<file path="src/rtl/to_lower_stream.sv">
// Streaming ASCII lowercase converter with a 2-entry elastic buffer.
// Optional statistics counters are enabled with the TO_LOWER_STATS_EN macro.
module to_lower_stream #(
    parameter int CNT_W = 16
) (
    input  logic             clk,
    input  logic             rst,
    input  logic             conv_en,
    input  logic             in_valid,
    output logic             in_ready,
    input  logic [7:0]       in_data,
    output logic             out_valid,
    input  logic             out_ready,
    output logic [7:0]       out_data,
    output logic [CNT_W-1:0] conv_count,
    output logic [CNT_W-1:0] byte_count
);

    typedef enum logic [1:0] {
        EMPTY,
        ONE,
        FULL
    } state_t;

    state_t     state;
    state_t     state_next;
    logic [7:0] head;
    logic [7:0] tail;
    logic [7:0] mapped;
    logic       is_upper;
    logic       push;
    logic       pop;

    // Handshakes come straight from the state register, so neither side
    // sees a combinational path from the other.
    assign in_ready  = (state != FULL);
    assign out_valid = (state != EMPTY);
    assign out_data  = head;
    assign push      = in_valid && in_ready;
    assign pop       = out_valid && out_ready;

    always_comb begin
        is_upper = conv_en && (in_data >= 8'd65) && (in_data <= 8'd90);
        mapped   = is_upper ? (in_data + 8'd32) : in_data;
    end

    always_comb begin
        state_next = state;
        case (state)
            EMPTY: if (push) state_next = ONE;
            ONE: begin
                if (push && !pop)      state_next = FULL;
                else if (pop && !push) state_next = EMPTY;
            end
            FULL:    if (pop) state_next = ONE;
            default: state_next = EMPTY;
        endcase
    end

    always_ff @(posedge clk or posedge rst) begin
        if (rst) state <= EMPTY;
        else     state <= state_next;
    end

    // head always holds the oldest entry; tail is only used while FULL.
    always_ff @(posedge clk or posedge rst) begin
        if (rst) begin
            head <= 8'h00;
            tail <= 8'h00;
        end else begin
            case (state)
                EMPTY: if (push) head <= mapped;
                ONE: begin
                    if (push && pop) head <= mapped;
                    else if (push)   tail <= mapped;
                end
                FULL:    if (pop) head <= tail;
                default: ;
            endcase
        end
    end

`ifdef TO_LOWER_STATS_EN
    always_ff @(posedge clk or posedge rst) begin
        if (rst) begin
            byte_count <= '0;
            conv_count <= '0;
        end else if (push) begin
            if (byte_count != {CNT_W{1'b1}}) byte_count <= byte_count + 1'b1;
            if (is_upper && (conv_count != {CNT_W{1'b1}})) conv_count <= conv_count + 1'b1;
        end
    end
`else
    assign byte_count = '0;
    assign conv_count = '0;
`endif

endmodule
</file>
<file path="config.mk">
export PLATFORM = sky130hd
export DESIGN_NAME = to_lower_stream
export DESIGN_NICKNAME = d
export VERILOG_FILES = /design/src/rtl/to_lower_stream.sv
export SDC_FILE = /design/constraint.sdc
export NUM_CORES = 1
export LEC_CHECK = 0
export ABC_AREA = 1
export BUFFER_PORTS_ARGS = -buffer_cell sky130_fd_sc_hd__buf_2
export CAP_MARGIN = 5
export CORE_MARGIN = 2
export CORE_UTILIZATION = 40
export DETAILED_ROUTE_END_ITERATION = 8
export GPL_TIMING_DRIVEN = 0
export PLACE_DENSITY = 0.7
export SLEW_MARGIN = 25
export SYNTH_ARGS = -nofsm -noshare
export SYNTH_HDL_FRONTEND = slang
export SYNTH_SLANG_ARGS = --single-unit
</file>
<file path="constraint.sdc">
create_clock -name clk -period 1.7 [get_ports clk]
set_clock_uncertainty 0.05 [all_clocks]
set_input_delay 0.34 -clock clk [delete_from_list [all_inputs] [get_ports clk]]
set_output_delay 0.34 -clock clk [all_outputs]
set_load 0.03 [all_outputs]
</file>
Yosys cells after proc, flatten, opt, wreduce, memory -nomap -nowiden
Cells that the tools add are included.
{"block": "word_totals", "ff_bits": 18, "in_bits": 13, "out_inout_bits": 42, "word_cells": 39}
{"block": "op_classes", "add_sub_neg": 1, "order_cmp": 2, "eq_ne": 7, "n_mux": 10, "bitwise_logic": 1, "n_reduce_logical": 15}
{"op": "8-bit 2-to-1 mux", "count": 4}
{"op": "8-bit case mux with 3 select lines", "count": 1}
{"op": "8-bit by 6-bit adder with 8-bit output, second input constant", "count": 1}
{"op": "8-bit by 7-bit >= comparator with 1-bit output, second input constant", "count": 1}
{"op": "8-bit by 7-bit less-or-equal comparator with 1-bit output, second input constant", "count": 1}
{"op": "2-bit 2-to-1 mux", "count": 4}
{"op": "2-bit != test, second input constant", "count": 4}
{"op": "1-bit logical AND", "count": 7}
{"op": "2-bit case mux with 3 select lines", "count": 1}
{"op": "3-bit AND reduction", "count": 2}
{"op": "4-bit AND reduction", "count": 1}
{"op": "3-bit != test, second input constant", "count": 1}
{"op": "3-bit nonzero test", "count": 1}
{"op": "2-bit by 1-bit == test with 1-bit output, second input constant", "count": 1}
{"op": "2-bit == test, second input constant", "count": 1}
{"op": "1-bit zero test", "count": 2}
{"op": "2-bit zero test", "count": 1}
{"op": "2-bit nonzero test", "count": 1}
{"op": "1-bit NOT", "count": 1}

Depth between registers and ports, before layout
{"block": "logic_depth", "depth_word": 7, "depth_mapped": 11, "ltp_nobuf": 10}

Worst setup path after synthesis
Ideal clock, no wire load.
{"block": "synth_timing", "path_kind": "flip-flop to flip-flop", "from": "register state[1]", "to": "register head[0] (netlist: out_data[0])", "setup_time_ps": 124, "arrival_time_ps": 1470, "required_ps": 1526, "slack_ps": 57, "path_stages_with_launch": 12, "path_buffers": 2, "period_less_slack_ps": 1643, "cell_sequence": "dfrtp_1 > inv_1 > nor2_2 > buf_6 > nor2_1 > ha_1 > nand2_1 > nand2_1 > nand3_4 > buf_6 > nand2_1 > o31ai_2"}
{"block": "synth_via", "elab_chain_cells": 5, "elab_cells_between_ends": 14, "classes_between": "eq/ne (6); mux (1); reduce/logical (7)"}
{"item": "from (decl)", "line": "25", "text": "state_t state;"}
{"item": "from (signal assigned)", "line": "62", "text": "else state <= state_next;"}
{"item": "2-bit != test / 2-bit nonzero test (equally long branches)", "line": "36, 37"}
{"item": "1-bit logical AND, on equally long branches", "line": "39, 40"}
{"item": "1-bit logical AND", "line": "74", "text": "if (push && pop) head <= mapped;"}
{"item": "2-bit != test (no source line)"}
{"item": "4-bit AND reduction (no source line)"}
{"item": "to (signal assigned)", "line": "72", "text": "EMPTY: if (push) head <= mapped;"}
{"item": "to (signal assigned)", "line": "74"}
{"item": "to (signal assigned)", "line": "77", "text": "FULL: if (pop) head <= tail;"}
{"item": "to (decl)", "line": "27", "text": "logic [7:0] head;"}
Parallel ways exist; a longest one is shown, timed or not.
A chain may end at the register's enable or synchronous reset.

Final worst setup path
{"block": "layout_timing", "from": "register state[0]", "to": "output in_ready"}
{"block": "layout_via", "elab_chain_cells": 1}
{"item": "2-bit != test", "line": "36", "text": "assign in_ready = (state != FULL);"}
{"item": "to (decl)", "line": "10", "text": "output logic in_ready,"}
Every way passes these cells.

==> results.sh <==
export IMPL_arrival_ps=1260
export IMPL_path_clk_slew_ps=110
export IMPL_cts_sinks=18
export IMPL_cts_tree="built"
export IMPL_status="complete, no violations"
export IMPL_pre_cts_ws_ps=-103
export IMPL_drive_above_1_share_pct=36.8
export IMPL_synth_distinct_cells=19
export IMPL_clockBufferDepth=2
export IMPL_grt_pass1_vias=797
export IMPL_layout_min_cycle_time_ps=1650
export IMPL_grt_antenna_before_repair=0
export IMPL_root_buffer="clkbuf_4"
export IMPL_grt_max_degree=19
export IMPL_synth_cells=160
export IMPL_yosys_warnings=0
export IMPL_cap_violations=0
export IMPL_yosysSeqAreaShare_pct=36.4
export IMPL_dr_pass1_iters=4
export IMPL_seq_power_share_pct=28.9
export IMPL_synth_seq_cells=18
export IMPL_peakVddDrop_mv=0.510
export IMPL_hold_viol=0
export IMPL_detail_route_wl_per_cell_um=9.45
export IMPL_cts_htree_levels=1
export IMPL_antenna_cells=0
export IMPL_drt_iter0_drc=17
export IMPL_intPower_uw=1390
export IMPL_gp_congestion=0.787
export IMPL_drc=0
export IMPL_pwr_share_comb_pct=60.8
export IMPL_dr_total_vias=1063
export IMPL_hold_buffers=0
export IMPL_drt_total_wl_mm=2.42
export IMPL_final_antenna_net_count=0
export IMPL_hold_class="in2async"
export IMPL_clk_latency_ps=300
export IMPL_syn_area_mm2=0.00124
export IMPL_power_density_mw_per_mm2=1600
export IMPL_nNetsFinal=241
export IMPL_core_rowCount=20
export IMPL_clkPwrFrac_pct=10.3
export IMPL_fin_crit_sh_pct=97.3
export IMPL_cp_required_ps=1310
export IMPL_p_sw_uw=1250
export IMPL_overflow=0
export IMPL_finalMaxSlewViolations=0
export IMPL_die_y_um=59.6
export IMPL_startpoint_type="register"
export IMPL_grt_pass1_wl_mm=3.45
export IMPL_grt_usage_pct=13.1
export IMPL_layout_setup_ws_ps=45.4
export IMPL_synth_top_cell_area_share_pct=36.4
export IMPL_port_buffers=22
export IMPL_slew_headroom_pct=54.2
export IMPL_max_freq_ghz=0.604
export IMPL_avgSynthCellArea_um2=7.73
export IMPL_dpl_hpwl_mm=1.74
export IMPL_synth_area_leaders="dfrtp_1 (36%), buf_4 (19%), nand2_1 (12%)"
export IMPL_setup_violations=0
export IMPL_dieWidth_um=59.6
export IMPL_syn_to_final_growth_pct=32.9
export IMPL_via_per_inst=4.15
export IMPL_numCtsBuffers=3
export IMPL_fp_coreArea_mm2=0.00300
export IMPL_switching_share_pct=47.3
export IMPL_yosys_area_top_type="dfrtp_1"
export IMPL_criticalPathCategory="reg2out"
export IMPL_endpoint_kind="output pin"
export IMPL_worstMarginPinSlew_ps=686
export IMPL_io_pins=55
export IMPL_fin_util_pct=54.7
export IMPL_fin_setup_tns_ps=0
export IMPL_path_max_fanout=9
export IMPL_leakage_uw=0.000982
export IMPL_start_util_pct=41.2
export IMPL_design_die_area_mm2=0.00355
-- power groups by stage --
| stage | clock [uW] | sequential [uW] | combinational (uW) |
|---|---|---|---|
| floorplan | 0 | 942 | 867 |
| global placement | 0 | 761 | 1320 |
| detailed placement | 0 | 765 | 1340 |
| CTS | 271 | 745 | 1440 |
| global route | 292 | 781 | 1750 |
| finish | 272 | 760 | 1600 |
-- cells in the mapped netlist (all sizes together) --
master,count
a21oi,3
buf,34
clkinv,1
conb,1
dfrtp,18
ha,4
inv,15
nand2,44
nand3,6
nand4,2
nor2,20
o21ai,7
o31ai,5
-- cell families after synthesis --
logic type	synth area share, %
adders and majority gates	4.05
other	0.303
buffers and inverters	26.4
and+or+nand+nor	24.9
AOI/OAI and AO/OA	7.89
DFF	36.4
-- cells in the final DEF (no fill, tap or decap), drive strengths merged --
cell type,count
inv,15
dfrtp,18
buf,61
clkinv,1
nand2,44
nand3,6
nand4,2
o21ai,7
o31ai,5
a21oi,3
nor2,20
conb,32
ha,4
clkbuf,5
-- layout make-up --
class,instances,area [um2]
Buffer,33,255
Inverter,16,63.8
Fill cell,304,1360
Multi-Input combinational cell,123,611
Timing Repair Buffer,29,184
Sequential cell,18,452
Clock buffer,4,36.3
Tap cell,33,41.3
-- routing by layer --
metal | up-vias | global-route usage, % | wire (um) | share of wire (%)
li1 | 556 | - | - | -
met1 | 462 | 15.9 | 1010 | 42
met2 | 40 | 22.0 | 1220 | 50
met3 | 5 | 1.97 | 136 | 5.6
met4 | 0 | 7.62 | 53 | 2.2
met5 | - | 0 | 0 | 0
-- worst max-delay path, stage by stage (launching register included) --
cell and delay, ps:
dfrtp_2 460, nor2_4 220, inv_4 100, buf_2 190
-- sequential cells by signal, summed over array words and instances, names as in the netlist --
name,cells
state,2
tail,8
out_data,8
-- through the flow --
step | total power (uW) | hold slack (ps) | std cells | instance area (um2)
after floorplan | 1810 | 229 | 191 | 1350
after global placement | 2090 | 408 | 246 | 1500
after detailed placement | 2100 | 415 | 246 | 1500
after CTS | 2460 | 94.1 | 255 | 1590
after global routing | 2820 | 111 | 256 | 1640
final | 2630 | 68.4 | 256 | 1640
-- what timing repair did --
item / CTS / global route
cloned: 0 / 1
setup buffers: 5 / 1
endpoints found under the setup margin: 14 / 14
pin swaps: 0 / 3
resized for setup: 2 / 11
-- final timing paths --
kind | startpoint | end | slack [ps] | cells after the start
worst max-delay path | state[0] | in_ready | 50 | 3
worst min-delay path | rst | out_data[5] | 70 | 2
worst max register to register | state[0] | out_data[3] | 90 | 10
worst min register to register | out_data[2] | out_data[2] | 430 | 2
max in group asynchronous | rst | state[0] | 1050 | 2
min in group clk | in_data[0] | tail[0] | 230 | 3
Note: power is estimated with default switching activity, not from simulation.
